===== src/rtl/mc_control_fsm.sv =====
// Multi-cycle main control unit: Moore FSM sequencing fetch/decode/execute and driving datapath strobes.
// Optional addi support is enabled with `define MC_CONTROL_ADDI_EN.
//
// state | meaning
// ------+--------------------------------------------------
//   12  | IDLE    - post-reset, no strobes
//    0  | FETCH   - read instruction, PC+4 (waits on mem_ready)
//    1  | DECODE  - register read, branch target compute
//    2  | MEMADR  - effective address for lw/sw
//    3  | MEMRD   - data memory read (waits on mem_ready)
//    4  | MEMWB   - write MDR to rt
//    5  | MEMWR   - data memory write (waits on mem_ready)
//    6  | EXEC    - R-type ALU operation
//    7  | ALUWB   - write ALUOut to rd
//    8  | BRANCH  - beq compare and conditional PC load
//    9  | JUMP    - PC load from jump target
//   10  | ADDIEX  - addi ALU operation (feature build only)
//   11  | ADDIWB  - write ALUOut to rt (feature build only)
module mc_control_fsm #(
   parameter logic [3:0] RESET_STATE = 4'd12
) (
   input  logic       clk,
   input  logic       reset_n,
   input  logic [5:0] op,
   input  logic       mem_ready,
   output logic       pcwrite,
   output logic       pcwritecond,
   output logic       iord,
   output logic       memread,
   output logic       memwrite,
   output logic       memtoreg,
   output logic       irwrite,
   output logic [1:0] pcsource,
   output logic       aluop1,
   output logic       aluop0,
   output logic       alusrca,
   output logic [1:0] alusrcb,
   output logic       regwrite,
   output logic       regdst,
   output logic       illegal_op,
   output logic [3:0] state
);

   typedef enum logic [3:0] {
      S_FETCH  = 4'd0,
      S_DECODE = 4'd1,
      S_MEMADR = 4'd2,
      S_MEMRD  = 4'd3,
      S_MEMWB  = 4'd4,
      S_MEMWR  = 4'd5,
      S_EXEC   = 4'd6,
      S_ALUWB  = 4'd7,
      S_BRANCH = 4'd8,
      S_JUMP   = 4'd9,
      S_ADDIEX = 4'd10,
      S_ADDIWB = 4'd11,
      S_IDLE   = 4'd12
   } state_t;

   localparam logic [5:0] OP_RTYPE = 6'b000000;
   localparam logic [5:0] OP_LW    = 6'b100011;
   localparam logic [5:0] OP_SW    = 6'b101011;
   localparam logic [5:0] OP_BEQ   = 6'b000100;
   localparam logic [5:0] OP_J     = 6'b000010;
   localparam logic [5:0] OP_ADDI  = 6'b001000;

   state_t r_state;
   state_t w_state_nxt;
   logic   r_illegal;
   logic   w_op_legal;
   logic   w_illegal_set;

   always_ff @(posedge clk or negedge reset_n) begin
      if (!reset_n) begin
         r_state   <= state_t'(RESET_STATE);
         r_illegal <= 1'b0;
      end else begin
         r_state   <= w_state_nxt;
         r_illegal <= r_illegal | w_illegal_set;
      end
   end

   always_comb begin
      w_op_legal = 1'b0;
      case (op)
         OP_LW, OP_SW, OP_RTYPE, OP_BEQ, OP_J: w_op_legal = 1'b1;
`ifdef MC_CONTROL_ADDI_EN
         OP_ADDI: w_op_legal = 1'b1;
`endif
         default: w_op_legal = 1'b0;
      endcase
   end

   assign w_illegal_set = (r_state == S_DECODE) && !w_op_legal;

   always_comb begin
      w_state_nxt = S_IDLE;
      case (r_state)
         S_IDLE:   w_state_nxt = S_FETCH;
         S_FETCH:  w_state_nxt = mem_ready ? S_DECODE : S_FETCH;
         S_DECODE: begin
            case (op)
               OP_LW, OP_SW: w_state_nxt = S_MEMADR;
               OP_RTYPE:     w_state_nxt = S_EXEC;
               OP_BEQ:       w_state_nxt = S_BRANCH;
               OP_J:         w_state_nxt = S_JUMP;
`ifdef MC_CONTROL_ADDI_EN
               OP_ADDI:      w_state_nxt = S_ADDIEX;
`endif
               default:      w_state_nxt = S_FETCH;
            endcase
         end
         S_MEMADR: begin
            if (op == OP_LW)      w_state_nxt = S_MEMRD;
            else if (op == OP_SW) w_state_nxt = S_MEMWR;
            else                  w_state_nxt = S_FETCH;
         end
         S_MEMRD:  w_state_nxt = mem_ready ? S_MEMWB : S_MEMRD;
         S_MEMWB:  w_state_nxt = S_FETCH;
         S_MEMWR:  w_state_nxt = mem_ready ? S_FETCH : S_MEMWR;
         S_EXEC:   w_state_nxt = S_ALUWB;
         S_ALUWB:  w_state_nxt = S_FETCH;
         S_BRANCH: w_state_nxt = S_FETCH;
         S_JUMP:   w_state_nxt = S_FETCH;
`ifdef MC_CONTROL_ADDI_EN
         S_ADDIEX: w_state_nxt = S_ADDIWB;
         S_ADDIWB: w_state_nxt = S_FETCH;
`endif
         default:  w_state_nxt = S_IDLE;
      endcase
   end

   always_comb begin
      pcwrite     = 1'b0;
      pcwritecond = 1'b0;
      iord        = 1'b0;
      memread     = 1'b0;
      memwrite    = 1'b0;
      memtoreg    = 1'b0;
      irwrite     = 1'b0;
      pcsource    = 2'b00;
      aluop1      = 1'b0;
      aluop0      = 1'b0;
      alusrca     = 1'b0;
      alusrcb     = 2'b00;
      regwrite    = 1'b0;
      regdst      = 1'b0;
      case (r_state)
         S_FETCH: begin
            // IR/PC loads wait for the read to land so the PC advances only once
            memread = 1'b1;
            irwrite = mem_ready;
            pcwrite = mem_ready;
            alusrcb = 2'b01;
         end
         S_DECODE: alusrcb = 2'b11;
         S_MEMADR: begin
            alusrca = 1'b1;
            alusrcb = 2'b10;
         end
         S_MEMRD: begin
            memread = 1'b1;
            iord    = 1'b1;
         end
         S_MEMWB: begin
            regwrite = 1'b1;
            memtoreg = 1'b1;
         end
         S_MEMWR: begin
            memwrite = 1'b1;
            iord     = 1'b1;
         end
         S_EXEC: begin
            alusrca = 1'b1;
            aluop1  = 1'b1;
         end
         S_ALUWB: begin
            regwrite = 1'b1;
            regdst   = 1'b1;
         end
         S_BRANCH: begin
            alusrca     = 1'b1;
            aluop0      = 1'b1;
            pcwritecond = 1'b1;
            pcsource    = 2'b01;
         end
         S_JUMP: begin
            pcwrite  = 1'b1;
            pcsource = 2'b10;
         end
`ifdef MC_CONTROL_ADDI_EN
         S_ADDIEX: begin
            alusrca = 1'b1;
            alusrcb = 2'b10;
         end
         S_ADDIWB: regwrite = 1'b1;
`endif
         default: ;
      endcase
   end

   assign illegal_op = r_illegal;
   assign state      = r_state;

endmodule


===== config.mk =====
export PLATFORM = sky130hd
export DESIGN_NAME = mc_control_fsm
export DESIGN_NICKNAME = d
export VERILOG_FILES = /design/src/rtl/mc_control_fsm.sv
export SDC_FILE = /design/constraint.sdc
export NUM_CORES = 1
export LEC_CHECK = 0
export CORE_UTILIZATION = 37
export DETAILED_ROUTE_END_ITERATION = 6
export PLACE_DENSITY = 0.75
export SETUP_SLACK_MARGIN = 0.2
export SYNTH_ARGS = -nofsm -noshare
export SYNTH_HDL_FRONTEND = slang
export SYNTH_SLANG_ARGS = --single-unit

===== constraint.sdc =====
create_clock -name clk -period 1.6 [get_ports clk]
set_input_delay 0.32 -clock clk [delete_from_list [all_inputs] [get_ports clk]]
set_output_delay 0.32 -clock clk [all_outputs]
set_load 0.03 [all_outputs]

==> metrics.txt, run 1 <==
starting density of the core 0.4065; antenna violations before repair 0; Post-Syn Nets 76; Cell Area, Synth 535.5 um2; outcome stopped before the end; Placer Congestion 0.7653; Post-synth EDFFs 0; I/O pins 30; Detail Placement HPWL 1256 um; flop and latch count out of synthesis 5; Worst EP Category output port; Primary FF master, synth dfrtp_1; PortBufs 29; clk sinks 5; Cells after Synth 67; first error [ERROR DPL-0033] detailed placement checks failed during check placement.; H-Tree Depth 1; top cell type's share of synthesized area 0.1402; largest net degree at the start of global routing 8; placement row count 13; Synth cell types 36; Die X 40.05 um; TritonCTS buffer count 3; top cells by area, synth dfrtp_1 (14%), dfstp_2 (9.8%), nor2_1 (6.3%); Die H 40.05 um; Async SR Flop Fraction 1.000; Post-Syn Area per Cell 7.993 um2; grt repair worst endpoint regwrite; Exit stage 5_1_grt; Synth area leader dfrtp_1; share of the yosys chip area belonging to registers 0.2383; CTS Root Cell clkbuf_4; Warnings, synthesis 0; clock buffer depth 2
==> metrics by stage <==
| step | util | cell area (um2) | std cells | setup slack [ns] | setup TNS (ns) |
|---|---|---|---|---|---|
| after CTS | 0.9079 | 1196 | 135 | -0.1333 | -1.178 |
| after detailed placement | 0.7464 | 983.4 | 119 | -0.1936 | -0.4835 |
| after floorplan | - | 676.9 | 67 | -0.05747 | -0.1214 |
| after global placement | 0.7464 | 983.4 | 119 | -0.1915 | -0.4444 |
==> Yosys cell counts (2+ instances only) <==
library cell / instances
nor3_1: 5
buf_6: 3
dfstp_2: 2
a21oi_1: 4
dfrtp_1: 3
o22ai_1: 2
and3_1: 2
nand2_1: 4
nor2_1: 9
nand2b_1: 2
o221ai_1: 2
nand3_1: 2
inv_1: 3
o211ai_2: 2
==> kinds of logic after synthesis <==
group | synth area share
AND/OR/NAND/NOR | 0.3855
multiplexers | 0.02103
buffers and inverters | 0.1145
XOR/XNOR | 0.03272
flip-flops | 0.2383
AO/OA/AOI/OAI | 0.2079
==> timing repair <==
action | in CTS
hold buffers | 0
pin swaps | 7
setup endpoints to repair | 20
buffers inserted | 12
gates resized for setup | 24
==> run 2, diff against run 1 <==
==> config.mk (replaced) <==
export PLATFORM = sky130hd
export DESIGN_NAME = mc_control_fsm
export DESIGN_NICKNAME = d
export VERILOG_FILES = /design/src/rtl/mc_control_fsm.sv
export SDC_FILE = /design/constraint.sdc
export NUM_CORES = 1
export LEC_CHECK = 0
export CORE_AREA = 2 2 63 65
export DETAILED_ROUTE_END_ITERATION = 6
export DIE_AREA = 0 0 65 67
export PLACE_DENSITY_LB_ADDON = 0.15
export SYNTH_ARGS = -nofsm -noshare
export SYNTH_HDL_FRONTEND = slang
export SYNTH_SLANG_ARGS = --single-unit
==> metrics.txt, run 2 <==
fraction of layout cells with a size suffix above 1 0.6496; crit-path cells buf_6, or2_4, o22ai_2, buf_6; worst setup path class reg -> out; final setup margin -0.08684 ns; outcome finished, violations left; clock buffer depth 2 (unchanged); largest net degree at the start of global routing 7; Final Non-Filler Cells 165; Die X 65 um (+62%); TritonCTS buffer count 3 (unchanged); Final min period 1.687 ns; Warnings, synthesis 0 (unchanged); GRT overflow 0; Worst Tran Pin Value 0.2995 ns; startpoint types register; Worst path slowest cell dfstp_2; filler cell count 393; critical path data arrival time 1.37 ns; final net count 127; CTS tree yes; via/cell ratio 3.994; WL per Instance 10.81 um; Post-Syn Area per Cell 7.993 um2 (unchanged); area occupied by multi-input gates 461.7 um2; Critical path origin state[2]; fin util 0.3262; Die H 67 um (+67%); Post-Syn Nets 76 (unchanged); post-route ant nets 0; Detail Placement HPWL 1493 um (+19%); cells on worst reg2reg path 6; initial drt markers 28; top cell type's share of synthesized area 0.1402 (unchanged); drt drc 0; Synth area leader dfrtp_1; post-route clock skew 0.001955 ns; antenna violations before repair 0; Placer Congestion 0.7022 (-8.2%); I/O pins 30 (unchanged); Cell Area, Synth 535.5 um2 (unchanged); end point of the critical path pcwrite; Post-Synth XOR/XNOR Area 0.03271 (unchanged); Layout area overhead 119.6%; clk sinks 5 (unchanged); mux share of post-synthesis cell area 0.02103 (unchanged); number of global-route vias before repair 675; flop and latch count out of synthesis 5 (unchanged); most used cell, CP buf_6; Slowest Stage Delay on Critical Path 0.60 ns; Rel. slew slack 0.7997; failing checks setup timing; core area 3606 um2; Post-synth EDFFs 0 (unchanged); FF-to-FF End state[2]; hold_buf cts 0 (unchanged); CTS Root Cell clkbuf_8; final setup fails 10; Max-Cap Viols 0; Async SR Flop Fraction 1.000 (unchanged); largest family of logic cells by synthesized area simple AND/OR/NAND/NOR gates; Skew-Pair Late Insertion Delay 0.22 ns; WL final 1783 um; Synth cell types 36 (unchanged); Worst-path clk slew 0.04 ns; most common cell after layout, fill and taps aside buf_4; CP Max Fanout 6; DP Cell Count 154 (+29%); CP Capture Type output port; Tcrit/Tclk final 1.054; share of the yosys chip area belonging to registers 0.2383 (unchanged); worst min-delay path class in -> async; most common cell in the netlist nor2_1; Slew Limit Fails 0; placement row count 22 (+9); WP data required 1.28 ns; worst reg2reg setup slack 0.19 ns; Cells after Synth 67 (unchanged); first-pass GRT wire length 3098 um; Register Area 130.1 um2; DR pass1 iterations 4; worst IR drop on VDD 0.1959 mV; PortBufs 29 (unchanged); most frequent cells in the layout buf_4 (26), buf_6 (16), clkdlybuf4s50_1 (8), nor2_4 (5), nor2_1 (4); post-synthesis compound-gate area fraction 0.2079 (unchanged); Primary FF master, synth dfrtp_1; post-synthesis simple-gate area fraction 0.3855 (unchanged); max FFs per register 4; FMAX 0.5928 GHz; list of most frequent post-synthesis cells nor2_1 (9), nor3_1 (5), a21oi_1 (4), nand2_1 (4); Vias 659; Adder-Cell Fraction of Synth Area 0 (unchanged); Ant. Diodes 0; die area 4355 um2; total chip power 0.6224 mW; r2r startpoint state[2]; gr usage total 0.09127; Final Hold Viols 0; H-Tree Depth 1 (unchanged); top cells by area, synth dfrtp_1 (14%), dfstp_2 (9.8%), nor2_1 (6.3%); P per Cell Area 529.2 nW/um2; starting density of the core 0.1485 (-0.2579); RSZ-0062 raised after global routing yes; Pleak 0.4956 nW
==> run 2: cell counts after synthesis <==
No cell type changed its count.
==> run 2: power breakdown <==
| part | total, mW | leakage [nW] | internal (mW) | switching [mW] |
|---|---|---|---|---|
| clock | 0.229 | 0.0228 | 0.171 | 0.0587 |
| combinational | 0.252 | 0.420 | 0.128 | 0.124 |
| sequential | 0.141 | 0.0529 | 0.132 | 0.00878 |
| total | 0.622 | 0.496 | 0.431 | 0.192 |
==> run 2: cell type report <==
class	instances	area share
Tap cell	48	0.05106
Sequential cell	5	0.1106
Timing Repair Buffer	51	0.3947
Multi-Input combinational cell	53	0.3926
Clock buffer	4	0.03830
Inverter	4	0.01277
==> run 2: per-layer routing <==
metal	vias up	share of wire	track usage	wire length (um)
met3	2	0.061	0.01351	109
met4	0	0.0067	0.03989	12
met1	295	0.45	0.1193	808
met5	-	0	0	0
met2	21	0.48	0.1482	851
li1	341	-	-	-
==> run 2: repair_timing <==
| item | 4_1_cts | 5_1_grt |
|---|---|---|
| setup endpoints to repair | 16 | 16 |
| hold endpoints to repair | 0 | 0 |
| gates resized for setup | 17 | 12 |
| pin swaps | 4 | 3 |
| buffers inserted | 7 | 0 |
==> run 2: cells by family after synthesis <==
group / count (synthesis)
AND/OR/NAND/NOR: 35
AO/OA/AOI/OAI: 15
buffers and inverters: 9
flip-flops: 5
XOR/XNOR: 2
multiplexers: 1
==> run 2: critical path: cells and delay by family, from the launching register on <==
family | cells | cell delay (ns)
buffers and inverters | 2 | 0.26
flip-flops | 1 | 0.60
AND/OR/NAND/NOR | 1 | 0.18
AO/OA/AOI/OAI | 1 | 0.10
==> run 2: through the flow <==
| stage | setup TNS (ns) | instance area, um2 | setup slack [ns] | hold WS (ns) |
|---|---|---|---|---|
| finish | -0.4215 | 1176 | -0.08684 | 0.3204 |
| global route | -1.267 | 1176 | -0.1549 | 0.3461 |
| CTS | -0.6729 | 1124 | -0.09816 | 0.3309 |
| detailed placement | -0.4767 | 965.9 | -0.1912 | 0.4738 |
| global placement | -0.4178 | 965.9 | -0.1765 | 0.4662 |
| floorplan | -0.3662 | 599.3 | -0.09794 | 0.02441 |
==> run 2: worst min path at each step <==
stage	end	from	cells past startpoint	slack, ns
after detailed placement	illegal_op	illegal_op	1	0.47
after global placement	illegal_op	illegal_op	1	0.47
after CTS	illegal_op	reset_n	1	0.33
final	illegal_op	reset_n	1	0.32
after floorplan	illegal_op	reset_n	0	0.02
after global routing	illegal_op	reset_n	1	0.35
Note: power is estimated with default switching activity, not from simulation.
